**config.mk**
```make
export PLATFORM = sky130hd
export DESIGN_NAME = adc_cap_trig
export DESIGN_NICKNAME = d
export VERILOG_FILES = /design/src/rtl/adc_cap_trig.sv
export SDC_FILE = /design/constraint.sdc
export NUM_CORES = 1
export LEC_CHECK = 0
export CORE_AREA = 2 2 289 291
export CTS_BUF_LIST = sky130_fd_sc_hd__clkbuf_8 sky130_fd_sc_hd__clkbuf_16
export CTS_CLUSTER_DIAMETER = 150
export DETAILED_ROUTE_END_ITERATION = 8
export DIE_AREA = 0 0 291 293
export GPL_TIMING_DRIVEN = 0
export MAX_ROUTING_LAYER = met4
export PLACE_DENSITY = 0.5
export SYNTH_ARGS = -nofsm -noshare
export SYNTH_HDL_FRONTEND = slang
export SYNTH_SLANG_ARGS = --single-unit
```
**constraint.sdc**
```tcl
create_clock -name aclk -period 6.4 [get_ports aclk]
set_input_delay 1.28 -clock aclk [delete_from_list [all_inputs] [get_ports aclk]]
set_output_delay 1.28 -clock aclk [all_outputs]
set_load 0.03 [all_outputs]
```
**src/rtl/adc_cap_trig.sv**
```systemverilog
// -----------------------------------------------------------------------------
// adc_cap_trig
//   Triggered snapshot capture of an AXI4-Stream ADC sample bus into a BRAM
//   controller port. Input beats are packed RATIO-to-one into BRAM words; an
//   arm edge starts a capture which first fills pt words of pre-trigger history,
//   then writes circularly until a trigger, then writes MAX_XFER-pt more words
//   starting with the trigger word and stops in DONE.
//
// Ports
//   aclk, aresetn              clock, asynchronous active-low reset
//   s_axis_tdata/tvalid/tready sample stream (tready is always 1)
//   arm_i                      rising edge starts a capture (IDLE/DONE only)
//   trig_i                     hardware trigger, rising-edge sensitive
//   sw_trig_i                  software trigger, single-cycle pulse
//   pretrig_i                  pre-trigger depth in words, sampled at arm
//   armed_o, done_o            state flags
//   trig_addr_o                word index of the trigger word
//   bram_*                     Xilinx BRAM controller style write port
// -----------------------------------------------------------------------------
module adc_cap_trig #(
   parameter int DWIDTH_IN  = 128,
   parameter int RATIO      = 2,
   parameter int MAX_XFER   = 2048,
   localparam int DWIDTH_OUT = DWIDTH_IN * RATIO,
   localparam int ADDR_BITS  = $clog2(MAX_XFER)
) (
   input  logic                      aclk,
   input  logic                      aresetn,
   input  logic [DWIDTH_IN-1:0]      s_axis_tdata,
   input  logic                      s_axis_tvalid,
   output logic                      s_axis_tready,
   input  logic                      arm_i,
   input  logic                      trig_i,
   input  logic                      sw_trig_i,
   input  logic [ADDR_BITS-1:0]      pretrig_i,
   output logic                      armed_o,
   output logic                      done_o,
   output logic [ADDR_BITS-1:0]      trig_addr_o,
   output logic [DWIDTH_OUT-1:0]     bram_wdata,
   output logic [DWIDTH_OUT/8-1:0]   bram_we,
   output logic                      bram_en,
   input  logic [DWIDTH_OUT-1:0]     bram_rdata,
   output logic [31:0]               bram_addr,
   output logic                      bram_clk,
   output logic                      bram_rst
);

   localparam int BYTES   = DWIDTH_OUT / 8;
   localparam int PH_BITS = (RATIO > 1) ? $clog2(RATIO) : 1;
   localparam logic [PH_BITS-1:0]   PH_LAST  = PH_BITS'(RATIO - 1);
   localparam logic [ADDR_BITS-1:0] LAST_IDX = ADDR_BITS'(MAX_XFER - 1);

   typedef enum logic [2:0] {IDLE, FILL, ARMED, POST, DONE} state_t;

   state_t                 state;
   logic [PH_BITS-1:0]     phase;
   logic [DWIDTH_IN-1:0]   acc [RATIO];
   logic [ADDR_BITS-1:0]   wp;
   logic [ADDR_BITS-1:0]   pt;
   logic [ADDR_BITS-1:0]   rem;       // POST writes still outstanding
   logic                   pending;   // trigger seen in ARMED, waiting for a write
   logic                   arm_d;
   logic                   trig_d;

   logic                   arm_take;
   logic                   trig_evt;
   logic                   beat_last;
   logic                   capturing;
   logic                   fire;
   logic [DWIDTH_OUT-1:0]  word_asm;
   logic                   unused_rdata;

   assign s_axis_tready = 1'b1;
   assign bram_clk      = aclk;
   assign bram_rst      = ~aresetn;
   assign bram_we       = {BYTES{bram_en}};
   assign unused_rdata  = ^bram_rdata;

   assign arm_take  = arm_i && !arm_d && (state == IDLE || state == DONE);
   assign trig_evt  = (trig_i && !trig_d) || sw_trig_i;
   assign capturing = (state == FILL) || (state == ARMED) || (state == POST);
   // The beat presented in the arm cycle is dropped along with any partial word.
   assign beat_last = s_axis_tvalid && !arm_take && (phase == PH_LAST);
   assign fire      = beat_last && capturing;

   // Assembled word: the slot selected by phase takes the live beat, all other
   // slots come from the accumulator. Only used when phase is the last slot.
   generate
      for (genvar gi = 0; gi < RATIO; gi++) begin : g_slot
         assign word_asm[gi*DWIDTH_IN +: DWIDTH_IN] =
            (phase == PH_BITS'(gi)) ? s_axis_tdata : acc[gi];
      end
   endgenerate

   always_ff @(posedge aclk or negedge aresetn) begin
      if (!aresetn) begin
         state       <= IDLE;
         phase       <= '0;
         for (int i = 0; i < RATIO; i++) acc[i] <= '0;
         wp          <= '0;
         pt          <= '0;
         rem         <= '0;
         pending     <= 1'b0;
         arm_d       <= 1'b0;
         trig_d      <= 1'b0;
         armed_o     <= 1'b0;
         done_o      <= 1'b0;
         trig_addr_o <= '0;
         bram_en     <= 1'b0;
         bram_wdata  <= '0;
         bram_addr   <= '0;
      end else begin
         arm_d   <= arm_i;
         trig_d  <= trig_i;
         bram_en <= fire;

         // Gearbox
         if (arm_take) begin
            phase <= '0;
         end else if (s_axis_tvalid) begin
            acc[phase] <= s_axis_tdata;
            phase      <= (phase == PH_LAST) ? '0 : phase + 1'b1;
            if (phase == PH_LAST) bram_wdata <= word_asm;
         end

         if (fire) begin
            bram_addr <= 32'(wp) * 32'(BYTES);
            wp        <= wp + 1'b1;
         end

         case (state)
            IDLE, DONE: begin
               if (arm_take) begin
                  pt      <= pretrig_i;
                  wp      <= '0;
                  pending <= 1'b0;
                  done_o  <= 1'b0;
                  if (pretrig_i != '0) begin
                     state <= FILL;
                  end else begin
                     state   <= ARMED;
                     armed_o <= 1'b1;
                  end
               end
            end
            FILL: begin
               // wp counts FILL writes since it restarts at 0 on arm
               if (fire && (wp + 1'b1) == pt) begin
                  state   <= ARMED;
                  armed_o <= 1'b1;
               end
            end
            ARMED: begin
               // A trigger coinciding with a write makes that write the trigger word
               if (fire && (pending || trig_evt)) begin
                  trig_addr_o <= wp;
                  rem         <= LAST_IDX - pt;
                  pending     <= 1'b0;
                  armed_o     <= 1'b0;
                  if (pt == LAST_IDX) begin
                     state  <= DONE;
                     done_o <= 1'b1;
                  end else begin
                     state <= POST;
                  end
               end else if (trig_evt) begin
                  pending <= 1'b1;
               end
            end
            POST: begin
               if (fire) begin
                  rem <= rem - 1'b1;
                  if (rem == ADDR_BITS'(1)) begin
                     state  <= DONE;
                     done_o <= 1'b1;
                  end
               end
            end
            default: state <= IDLE;
         endcase
      end
   end

endmodule

```
# ---- Yosys cells after proc, flatten, opt, wreduce, memory -nomap -nowiden
# Index checks and enable logic that the tools add are counted.
dict set report totals {
  regBits 577
  latchBits 0
  mem_bits_rw 0
  romBits 0
  inputBits 401
  output_inout_bits 337
  wordCells 108
  memories 0
}
dict set report classes {
  n_addsub 4
  multipliers 0
  div_mod_pow 0
  n_lt_le_gt_ge 2
  eq_ne 15
  n_shift 0
  n_mux 34
  bitwise 3
  reduce_logical 34
}
# op count
set ops {}
lappend ops {{$bwmux 256} 1}
lappend ops {{$demux 128 s1} 1}
lappend ops {{$mux 128} 1}
lappend ops {{$mux 11} 5}
lappend ops {{$pmux 11 s2} 1}
lappend ops {{$mux 3} 6}
lappend ops {{$mux 1} 14}
lappend ops {{$pmux 3 s4} 1}
lappend ops {{$add 11x1->11 const B} 1}
lappend ops {{$eq 11x1->1 const B} 1}
lappend ops {{$eq 11x11->1} 1}
lappend ops {{$eq 11x11->1 const B} 1}
lappend ops {{$reduce_bool 11->1} 1}
lappend ops {{$sub 11x1->11 const B} 1}
lappend ops {{$sub 11x11->11 const A} 1}
lappend ops {{$reduce_and 5->1} 2}
lappend ops {{$logic_and 1x1->1} 9}
lappend ops {{$reduce_and 3->1} 3}
lappend ops {{$ne 2x1->1 const B} 4}
lappend ops {{$eq 3x2->1 const B} 2}
lappend ops {{$ne 2x2->1 const B} 3}
lappend ops {{$pmux 1 s3} 2}
lappend ops {{$reduce_and 2->1} 3}
lappend ops {{$reduce_and 6->1} 1}
lappend ops {{16 further kinds} 26}

# ---- Depth between registers and ports, before layout
dict set report logic_depth {
  ltp_word 10
  mapped_depth 9
}

==> reports/results.ini <==
[power_and_ir_drop]
p_int_uw = 8533
pwr-share-clk_pct = 22.0
power_frac_comb_pct = 43.6
netSwitchingFraction_pct = 40.50
vdd_drop_max_uv = 259.9
switching_power_uw = 5808
p_leak_uw = 0.01208
seq_power_share_pct = 34.5
cellPowerDensity_nw_per_um2 = 551.2
fin_total_pwr_uw = 14340

[clocking]
postCtsResizedCells = 0
path_clk_slew_ps = 60
clkLatencyLatePin_ps = 720
holdBufCountCts = 0
cts_tree = yes
cts_setup_buffers = 0

[routing]
ant_nets = 0
routed_wl_mm = 59.87
vias_per_cell = 4.079
drc = 0
drtIter0Drc = 799
avgRoutedWirePerCell_um = 17.48
vias = 13975
firstDrtPassIters = 5

[critical_path]
crit_path_end_kind = output port
worst_setup_path_start_kind = clock port
arrival_ps = 4140
max_stage_delay_ps = 580
rr_worst_depth = 8
r2r_start = state[0]
crit_path_start = aclk
crit_path_cell_trace = clkbuf_16, clkbuf_16, buf_4, clkdlybuf4s50_1
path_max_fanout = 2
cp_slowest_cell = clkdlybuf4s50_1
cpMostUsedCell = clkbuf_16
worst-setup-path-type = clk -> out
critPathRequiredTime_ps = 5120
endpoint = bram_clk
reg2reg_to = bram_wdata[144]
reg2reg_slack_ps = 3140

[global_route]
grt_pass1_wl_mm = 91.34
antenna_found_initial = 9
grt.overflow.total = 0
track_usage_pct = 14.33
grt_max_degree = 120
gr-usage-met1_pct = 16.99
grtUsageMet2_pct = 22.49
grt_use_met3_pct = 6.021
gr-max-usage-layer = met2
first_global_vias = 14742

[sta]
worstMarginPinSlew_ps = 1159
hold_ws_ps = 451.8
setup_viol = 0
finalHoldViolCount = 0
relSlewSlack_pct = 22.72
slew_violations = 0
rsz0062_at_grt = false
skew_ps = 23.50

[logic_synthesis]
ys_seq_area_share_pct = 62.18
yosys.area_share.adder_pct = 0.2077
yosys.area_share.simple_pct = 20.03
synth-edff-count = 0
synth_top_family_by_area = simple AND/OR/NAND/NOR gates
synthCells = 1765
synth-async-reset-ratio_pct = 100.0
synth.distinct_cells = 56
postSynthAreaPerCell_sq_um = 10.24
synth_ff_type = dfrtp_1
synthMuxAreaShare_pct = 9.404
ys_warn_count = 0
synth.cell_area_sq_um = 18070
yosys_register_bits = 449
synthXorXnorAreaFrac_pct = 1.066
synth_compound_area_share_pct = 2.334

[finish]
drive_above_1_share_pct = 14.85
fin_nets = 2708
synthToLayoutAreaGrowth_pct = 43.99
fin_area_sq_um = 26020
fin_util_pct = 31.79
layoutNonFillerInstCount = 3426

[die]
fp.coreArea_sq_um = 81850
initial_utilization_pct = 22.08
die_h_um = 293
ios = 738
die-width_um = 291
die-area_sq_um = 85260
rows = 105

[status]
status = finished clean

[place]
io_buffers = 459
dpl.cell_count = 3317
routabilityCongestion = 0.8359
placed_cell_area_sq_um = 24160
dpl.hpwl_mm = 44.23

[flow_run]
maxCapViolations = 0

[worst_hold_path]
hold_path_class = reg -> reg

cell families (layout without fill, tap and decap cells):
| group | count (synthesis) | count (layout) |
|---|---|---|
| xor gates and xnor gates | 22 | 22 |
| DFF | 449 | 449 |
| buffers and inverters | 158 | 717 |
| muxes | 151 | 151 |
| other | 2 | 34 |
| and+or+nand+nor | 915 | 915 |
| adders and majority gates | 3 | 3 |
| AOI/OAI and AO/OA | 65 | 65 |
synth_stat cells, types with 3 or more instances:
cell,count,area (sq um)
nand2_1,819,3074
dfrtp_1,449,11240
mux2_2,150,1689
buf_4,57,427.9
clkbuf_1,56,210.2
buf_2,34,170.2
nor2_1,32,120.1
o21ai_0,21,105.1
a21oi_1,15,75.07
xnor2_1,15,131.4
inv_1,9,33.78
nand3_1,8,40.04
nor3_1,8,40.04
xor2_1,7,61.31
nand4_1,6,37.54
nor4_1,6,37.54
and3_1,5,31.28
a31oi_1,4,25.02
and2_1,4,25.02
nand3_2,4,40.04
nor3b_1,4,30.03
a22oi_1,3,22.52
ha_1,3,37.54
nand3b_1,3,22.52
o31ai_1,3,22.52
or4_1,3,22.52
layer usage:
| layer | vias up | wire length, um |
|---|---|---|
| met5 | - | 0 |
| met4 | 0 | 1187 |
| met3 | 69 | 6075 |
| met2 | 478 | 27430 |
| met1 | 6779 | 25180 |
| li1 | 6649 | - |
critical path, delay by kind of cell:
family | cells | cell delay [ps]
buffers and inverters | 4 | 940
worst min path at each step:
stage | from | to | slack [ps] | depth (start not counted)
after floorplan | acc[128] | bram_wdata[0] | 430 | 2
after global placement | acc[147] | bram_wdata[19] | 440 | 2
after detailed placement | acc[142] | bram_wdata[14] | 450 | 2
after CTS | acc[183] | bram_wdata[55] | 460 | 2
after global routing | acc[148] | bram_wdata[20] | 480 | 2
final | acc[183] | bram_wdata[55] | 450 | 2
through the flow:
stage | worst slack [ps] | TNS [ps]
after floorplan | 1775 | 0
after global placement | -16230 | -7246920
after detailed placement | 1243 | 0
after CTS | 969.4 | 0
after global routing | 958.7 | 0
final | 979.7 | 0
state kept, by name, indices dropped and copies added, names as in the netlist:
name / cells
rem: 11
pt: 11
arm_d: 1
done_o: 1
trig_d: 1
pending: 1
bram_en: 1
bram_wdata: 256
acc: 128
bram_addr: 11
wp: 11
trig_addr_o: 11
phase: 1
armed_o: 1
state: 3
power by group through the flow:
stage | clock, uW | sequential (uW) | combinational [uW]
finish | 3150 | 4940 | 6250
global route | 3380 | 5120 | 6750
floorplan | 23.4 | 6320 | 2100
global placement | 34.7 | 4950 | 6270
CTS | 3250 | 4960 | 6360
detailed placement | 34.7 | 4980 | 6340
cell type report:
class,count,area (sq um)
Inverter,10,42.54
Tap cell,1070,1339
Antenna cell,12,30.03
Sequential cell,449,11240
Clock inverter,32,307.8
Multi-Input combinational cell,1178,6053
Clock buffer,66,1524
Fill cell,8370,55830
Timing Repair Buffer,461,4672
Buffer,148,812.0
cells in the final DEF, fill, tap and decap left out, types with 15 or more instances in the layout:
master / synthesis / final
clkdlybuf4s50_1: 0 / 458
buf_4: 57 / 57
nand2_1: 819 / 819
dfrtp_1: 449 / 449
mux2_2: 150 / 150
xnor2_1: 15 / 15
clkbuf_1: 56 / 56
a21oi_1: 15 / 15
conb_1: 2 / 22
clkbuf_16: 0 / 55
buf_2: 34 / 34
inv_1: 9 / 16
nor2_1: 32 / 32
o21ai_0: 21 / 21
Power figures use the tool's default switching activity.
